===== src/rtl/sim_uart_pkg.sv =====
// Shared constants and state encoding for the simulation UART line arbiter.
package sim_uart_pkg;

    localparam logic [7:0] CR = 8'h0d;
    localparam logic [7:0] LF = 8'h0a;

    typedef enum logic {
        IDLE   = 1'b0,
        LOCKED = 1'b1
    } arb_state_t;

endpackage


===== src/rtl/sim_uart_rr_pick.sv =====
// Round-robin picker: first valid requester at or after ptr, as a one-hot grant.
// Purely combinational; ptr must stay below N.
module sim_uart_rr_pick #(
    parameter int N  = 3,
    parameter int PW = (N > 1) ? $clog2(N) : 1
) (
    input  logic [N-1:0]  valid,
    input  logic [PW-1:0] ptr,
    output logic [N-1:0]  grant,
    output logic          any
);

    // Walk from the farthest slot back towards ptr so the nearest valid one wins.
    always_comb begin
        grant = '0;
        for (int k = N - 1; k >= 0; k--) begin
            if (valid[(int'(ptr) + k) % N]) begin
                grant = '0;
                grant[(int'(ptr) + k) % N] = 1'b1;
            end
        end
    end

    assign any = |valid;

endmodule


===== src/rtl/sim_uart_line_arb.sv =====
// Line-atomic arbiter of NREQ byte streams onto one registered byte output (1-cycle latency, held until out_ready).
// A grant lasts until CR/LF or MAXLEN bytes; SIM_UART_ARB_TIMEOUT_EN adds an idle-timeout release.
module sim_uart_line_arb
    import sim_uart_pkg::*;
#(
    parameter int NREQ    = 3,
    parameter int MAXLEN  = 256,
    parameter int TIMEOUT = 1024,
    localparam int IW     = (NREQ > 1) ? $clog2(NREQ) : 1
) (
    input  logic              theclk,
    input  logic              theresetn,
    input  logic [NREQ-1:0]   req_valid,
    input  logic [NREQ*8-1:0] req_data,
    output logic [NREQ-1:0]   req_ready,
    output logic [7:0]        out_data,
    output logic              out_valid,
    input  logic              out_ready,
    output logic [IW-1:0]     out_src,
    output logic              out_eol,
    output logic              busy
);

    localparam int CW = $clog2(MAXLEN + 1);

    arb_state_t      state;
    logic [IW-1:0]   grant;
    logic [IW-1:0]   ptr;
    logic [CW-1:0]   cnt;
    logic [NREQ-1:0] pick;
    logic            pick_any;
    logic [IW-1:0]   pick_idx;
    logic            can_take;
    logic            gvalid;
    logic [7:0]      gdata;
    logic            accept;
    logic            is_term;
    logic            at_max;
    logic            release_line;
    logic            timeout;
    logic [IW-1:0]   next_ptr;

    sim_uart_rr_pick #(.N(NREQ), .PW(IW)) u_pick (
        .valid (req_valid),
        .ptr   (ptr),
        .grant (pick),
        .any   (pick_any)
    );

    always_comb begin
        pick_idx = '0;
        for (int i = 0; i < NREQ; i++) begin
            if (pick[i]) pick_idx = IW'(i);
        end
    end

    assign can_take     = ~out_valid | out_ready;
    assign gvalid       = req_valid[grant];
    assign gdata        = req_data[8*int'(grant) +: 8];
    assign accept       = (state == LOCKED) & gvalid & can_take;
    assign is_term      = (gdata == CR) | (gdata == LF);
    assign at_max       = (cnt == CW'(MAXLEN - 1));
    assign release_line = accept & (is_term | at_max);
    assign next_ptr     = (grant == IW'(NREQ - 1)) ? '0 : grant + 1'b1;
    assign busy         = (state == LOCKED);

    always_comb begin
        req_ready = '0;
        if (state == LOCKED) req_ready[grant] = can_take;
    end

`ifdef SIM_UART_ARB_TIMEOUT_EN
    localparam int TW = $clog2(TIMEOUT + 1);

    logic [TW-1:0] idle_cnt;
    logic          idle_cyc;

    // Only a fully drained, silent grant counts towards the timeout.
    assign idle_cyc = (state == LOCKED) & ~gvalid & ~out_valid;
    assign timeout  = idle_cyc & (idle_cnt == TW'(TIMEOUT - 1));

    always_ff @(posedge theclk or negedge theresetn) begin
        if (!theresetn) begin
            idle_cnt <= '0;
        end else if (!idle_cyc || timeout) begin
            idle_cnt <= '0;
        end else begin
            idle_cnt <= idle_cnt + 1'b1;
        end
    end
`else
    assign timeout = 1'b0;
`endif

    always_ff @(posedge theclk or negedge theresetn) begin
        if (!theresetn) begin
            state     <= IDLE;
            grant     <= '0;
            ptr       <= '0;
            cnt       <= '0;
            out_valid <= 1'b0;
            out_data  <= '0;
            out_src   <= '0;
            out_eol   <= 1'b0;
        end else begin
            if (accept) begin
                out_valid <= 1'b1;
                out_data  <= gdata;
                out_src   <= grant;
                out_eol   <= is_term | at_max;
            end else if (out_ready) begin
                out_valid <= 1'b0;
            end

            case (state)
                IDLE: begin
                    if (pick_any) begin
                        grant <= pick_idx;
                        state <= LOCKED;
                    end
                end
                LOCKED: begin
                    if (release_line || timeout) begin
                        state <= IDLE;
                        ptr   <= next_ptr;
                        cnt   <= '0;
                    end else if (accept) begin
                        cnt <= cnt + 1'b1;
                    end
                end
                default: state <= IDLE;
            endcase
        end
    end

endmodule

===== config.mk =====
export PLATFORM = sky130hd
export DESIGN_NAME = sim_uart_line_arb
export DESIGN_NICKNAME = d
export VERILOG_FILES = /design/src/rtl/sim_uart_pkg.sv /design/src/rtl/sim_uart_rr_pick.sv /design/src/rtl/sim_uart_line_arb.sv
export SDC_FILE = /design/constraint.sdc
export NUM_CORES = 1
export LEC_CHECK = 0
export ABC_AREA = 0
export BUFFER_PORTS_ARGS = -buffer_cell sky130_fd_sc_hd__buf_2
export CORE_MARGIN = 2
export CORE_UTILIZATION = 55
export CTS_CLUSTER_DIAMETER = 200
export DETAILED_ROUTE_END_ITERATION = 6
export GPL_TIMING_DRIVEN = 0
export MAX_ROUTING_LAYER = met4
export PLACE_DENSITY_LB_ADDON = 0.3
export RECOVER_POWER = 100
export SLEW_MARGIN = 40
export SYNTH_ARGS = -nofsm -noshare
export SYNTH_HDL_FRONTEND = slang
export SYNTH_SLANG_ARGS = --single-unit
export TNS_END_PERCENT = 50

===== constraint.sdc =====
create_clock -name theclk -period 4.15 [get_ports theclk]
set_input_delay 0.2075 -clock theclk [delete_from_list [all_inputs] [get_ports theclk]]
set_output_delay 0.2075 -clock theclk [all_outputs]
set_load 0.02 [all_outputs]

Yosys cells after proc, flatten, opt, wreduce, memory -nomap -nowiden --
Cells that the tools add are included.
Word-level totals: bits in registers 26, output and inout port bits 16, word-level logic and storage cells 80
Operators by class: add/sub/neg operators 4, divide/modulo/power cells 3, magnitude comparators 8, eq/ne operators 4, shift-type cells 1, mux-type cells 33, bitwise operators 9, reduce and logical (&&, ||, !) cells 10
Operators with widths (count):
- $ge A32 B1 Y1 const B | 3
- $lt A32 B4 Y1 const B | 3
- $mod A32 B3 Y32 const B | 2
- $mod A3 B3 Y32 const B | 1
- $shiftx A24 B6 Y8 | 1
- $mux W9 | 2
- $eq A8 B4 Y1 const B | 2
- $mux W1 | 16
- $mux W3 | 4
- $add A9 B1 Y9 const B | 1
- $eq A9 B8 Y1 const B | 1
- $bmux W1 S2 | 4
- $demux W1 S2 | 4
- $reduce_and A2 Y1 | 3
- $logic_and A1 B1 Y1 | 4
- $mux W2 | 2
- $reduce_bool A2 Y1 | 2
- $add A2 B1 Y3 const B | 1
- $add A2 B2 Y3 const B | 1
- $and A1 B1 Y1 | 3
- $and A3 B3 Y3 | 1
- $lt A2 B3 Y1 const B | 1
- $or A1 B1 Y1 | 3
- $reduce_or A3 Y1 | 1
- 5 further kinds | 6

Logic depth before layout (Yosys ltp) --
depth in word-level cells 11, depth in mapped cells 10, depth with buffers taken out 8

Hierarchy --
Synthesis repeated with hierarchy kept, for this count alone.
Second synthesis, totals: cell total of the unflattened synthesis 186, area total of the unflattened synthesis 1695.4 um^2
By module, submodules not included:
- sim_uart_line_arb | instances 1, cells an instance 153, area an instance 1446.4 um^2, sequential area each 650.6 um^2
- sim_uart_rr_pick | instances 1, cells an instance 33, area an instance 249.0 um^2, sequential area each 0.0 um^2

Worst setup path before layout --
Ideal clock, no wire load.
path kind reg2reg, from register grant[1], to register ptr[0], arrival 1.941 ns, setup slack 2.084 ns, stages on the path, launching flop included 9, path buffers 2, cell sequence dfrtp_1 buf_4 nor2b_4 buf_6 a2bb2oi_1 or3_4 a211oi_4 o21ai_2 mux2_4
On the way: word-level cells in the longest chain between the ends 6
Ends and longest elaborated chain:
- start: declaration | RTL line sim_uart_line_arb.sv:27 | logic [IW-1:0] grant;
- start signal: assignment | RTL line sim_uart_line_arb.sv:118 | grant <= pick_idx;
- $shiftx A24 B6 Y8 / $bmux W1 S2 (equally long branches) | RTL line sim_uart_line_arb.sv:59, sim_uart_line_arb.sv:58
- $eq A8 B4 Y1 / $mux W1 (equally long branches) | RTL line sim_uart_line_arb.sv:61, sim_uart_line_arb.sv:58
- $or A1 B1 Y1 / $and A1 B1 Y1 (equally long branches) | RTL line sim_uart_line_arb.sv:61, sim_uart_line_arb.sv:60
- $or A1 B1 Y1 / $and A1 B1 Y1 (equally long branches) | RTL line sim_uart_line_arb.sv:63, sim_uart_line_arb.sv:60
- $and A1 B1 Y1 | RTL line sim_uart_line_arb.sv:63 | assign release_line = accept & (is_term | at_max);
- $reduce_and A2 Y1 (no line)
- end signal: assignment | RTL line sim_uart_line_arb.sv:125 | ptr <= next_ptr;
- end: declaration | RTL line sim_uart_line_arb.sv:28 | logic [IW-1:0] ptr;
Parallel ways exist; a longest one is shown, timed or not. The select of a mux whose other input is x is not followed. A chain may end at the register's enable or synchronous reset.

Worst setup path in the final report --
from register grant[1], to register ptr[1]
Same word-level chain as after synthesis.

==> flow_summary.yaml <==
sta:
  period_share_pct: 70.9
  hold_viol: 0
  rsz0062_at_grt: "no"
  tightest_slew_ps: 1390
  finalCriticalPeriod_ps: 2940
  fmax_mhz: 340
  fin_tns_setup_ps: 0
  slew_headroom_pct: 7.35
  finClkSkew_ps: 5.60
  slew_viol_final: 0
  finalSetupViolCount: 0
yosys:
  yosysSeqAreaShare_pct: 40.2
  synth-edff-count: 0
  synth-compound-area-share_pct: 21.0
  async_reset_ff_share_pct: 100
  synth_top_family_by_area: "compound AO/OA/AOI/OAI gates"
  ys_ff_latch: 26
  ys.flop_type: "dfrtp_1"
  syn_nets: 207
  syn_inst: 171
  synth_area_sq_mm: 0.00162
  synthDistinctLibCells: 37
  synth-simple-area-share_pct: 18.3
  ys_warn_count: 0
  yosys.area_share.xor_xnor_pct: 0
  muxShareOfSynthArea_pct: 10.7
  synthAdderAreaFrac_pct: 4.64
  synth_area_per_cell_sq_um: 9.47
final_layout:
  n_antenna_cell: 0
  utilization_pct: 68.6
  nets: 257
  final_cell_mix: "27 x buf_2, 26 x dfrtp_1, 25 x clkbuf_1, 22 x nand2_1, 19 x o21ai_0"
  fill_cells: 233
  area_growth_pct: 17.9
  final_common_cell: "buf_2"
  drive_gt1_share_pct: 18.2
place:
  dp_hpwl_mm: 2.88
  gp_congestion: 0.944
  port_buffers: 44
job:
  max_cap_viol_count: 0
routing:
  avgRoutedWirePerCell_um: 15.1
  num_vias: 1504
  ant_nets: 0
  via_per_inst: 5.99
  firstDrtPassIters: 5
  wirelength_mm: 3.79
  drtIter0Drc: 67
  post-route-drc-count: 0
clock_network:
  cts_tree: "built"
  post_cts_buffers: 0
  worstSkewPairLatency_ps: 330
  cts_buffers: 3
  clk_path_buf_depth: 2
  htreeDepth: 1
  root_buffer: "clkbuf_4"
  path_clk_slew_ps: 150
  cts.sinks: 26
floorplanning:
  core_area_sq_mm: 0.00278
  rows: 19
  die_w_um: 58.3
  dieArea_sq_mm: 0.00339
  start_util_pct: 58.2
  boundaryPins: 46
  die_y_um: 58.3
critical_path:
  slowest_delay_ps: 510
  required_ps: 4380
  slowest_stage: "clkbuf_1"
  critPathLaunchType: "register"
  worstSetupEndpointType: "register"
  crit_fanout: 10
  criticalPathCategory: "register to register"
  cp.arrival_ps: 3180
  cp_common_cell: "clkbuf_1"
  cp_cell_sequence: "clkbuf_1, clkbuf_1, mux2i_1, a2bb2oi_1, nand2_1, a211oi_4, o21ai_0, mux2_4"
grt:
  antenna_found_initial: 0
  grt_overflow: 0
  grt_pass1_vias: 1490
  grt_usage_pct: 25.4
  grt_max_degree: 27
  grt_pass1_wl_mm: 6.52
status:
  status: "finished, final reports clean"
pwr:
  p_leak_nw: 0.884
  power.density_mw_per_mm2: 685
  ir_drop_mv: 0.619
hold_path:
  hold_path.class: "primary input to register"
-- per-stage QoR --
| stage | hold WS, ps | cell area (sq um) | std cells | setup slack [ps] | power (mW) |
|---|---|---|---|---|---|
| after global routing | 163 | 1910 | 251 | 991 | 1.41 |
| after detailed placement | 239 | 1880 | 246 | 1820 | 1.16 |
| after global placement | 227 | 1880 | 246 | 1880 | 1.13 |
| final | 184 | 1910 | 251 | 1210 | 1.31 |
| after CTS | 172 | 1940 | 251 | 1810 | 1.34 |
| after floorplan | -88.1 | 1620 | 171 | 2080 | 0.959 |
-- state kept, by name, summed over array words and instances, names as in the netlist --
signal and count:
cnt 9, out_data 8, grant 2, out_src 2, ptr 2, busy 1
out_eol 1, out_valid 1
-- cell families after synthesis --
logic type,Yosys count
AOI/OAI and AO/OA,48
adders and majority gates,6
buffers and inverters,18
DFF,26
muxes,16
and+or+nand+nor,57
-- path summary, 6_finish.rpt --
path,start,endpoint,slack [ps],depth (start not counted)
max,grant[1]$_DFFE_PN0P_,ptr[1]$_DFFE_PN0P_,1210,8
min,req_data[14],out_data[6]$_DFFE_PN0P_,180,3
max reg2reg,grant[1]$_DFFE_PN0P_,ptr[1]$_DFFE_PN0P_,1210,8
min reg2reg,out_src[1]$_DFFE_PN0P_,out_src[1]$_DFFE_PN0P_,500,2
max in group asynchronous,theresetn,grant[1]$_DFFE_PN0P_,2640,2
min in group asynchronous,theresetn,cnt[6]$_DFFE_PN0P_,700,2
-- worst max-delay path, delay by kind of cell (launching register included) --
kind	cells	cell delay, ps
compound gates	3	900
flops	1	360
simple gates	1	140
mux	2	600
buf+inv	2	870
-- synthesized netlist by cell type, types with 2 or more instances --
cell type	number	share of area [%]
a22o_1	3	1.6
nand2_1	22	5.1
nor2_1	4	0.93
o2bb2ai_1	4	2.2
nand3_1	6	1.9
o21ai_0	16	4.9
nor2b_1	3	1.2
mux2_2	3	2.1
buf_2	3	0.93
nand2b_1	2	0.77
dfrtp_1	26	40
o41ai_1	2	1.1
inv_1	9	2.1
o31ai_1	2	0.93
o21ai_1	3	0.93
nor3_1	6	1.9
clkbuf_1	4	0.93
and3_1	7	2.7
mux2_4	2	1.9
ha_1	6	4.6
mux2i_1	11	6.8
a21oi_1	5	1.5
nand3b_1	2	0.93
a2bb2oi_1	7	3.8
-- power breakdown --
part           internal (mW)  switching, mW
clock                 0.0977         0.0788
sequential             0.346         0.0658
combinational          0.272          0.448
total                  0.715          0.592
-- routing by layer --
metal | track usage [%] | vias to the layer above | routed length (um)
li1 | - | 719 | -
met1 | 32.6 | 732 | 1670
met2 | 42.0 | 49 | 1900
met3 | 4.46 | 4 | 188
met4 | 5.32 | 0 | 26
met5 | - | - | 0
-- repair_timing --
item,CTS,global route
hold buffers,1,0
resized for setup,0,0
hold endpoints to repair,26,0
-- area by class of cell --
| cell class | count | area, sq um | share of cell area (%) |
|---|---|---|---|
| clock inverters | 1 | 30.0 | 1.57 |
| flip-flops and latches | 26 | 651 | 34.1 |
| plain buffers | 9 | 41.3 | 2.16 |
| inverters | 9 | 33.8 | 1.77 |
| clock buffers | 3 | 22.5 | 1.18 |
| repair buffers | 45 | 209 | 11.0 |
| well taps | 31 | 38.8 | 2.03 |
| multi-input cells | 127 | 882 | 46.2 |
(Power assumes the default switching activity.)
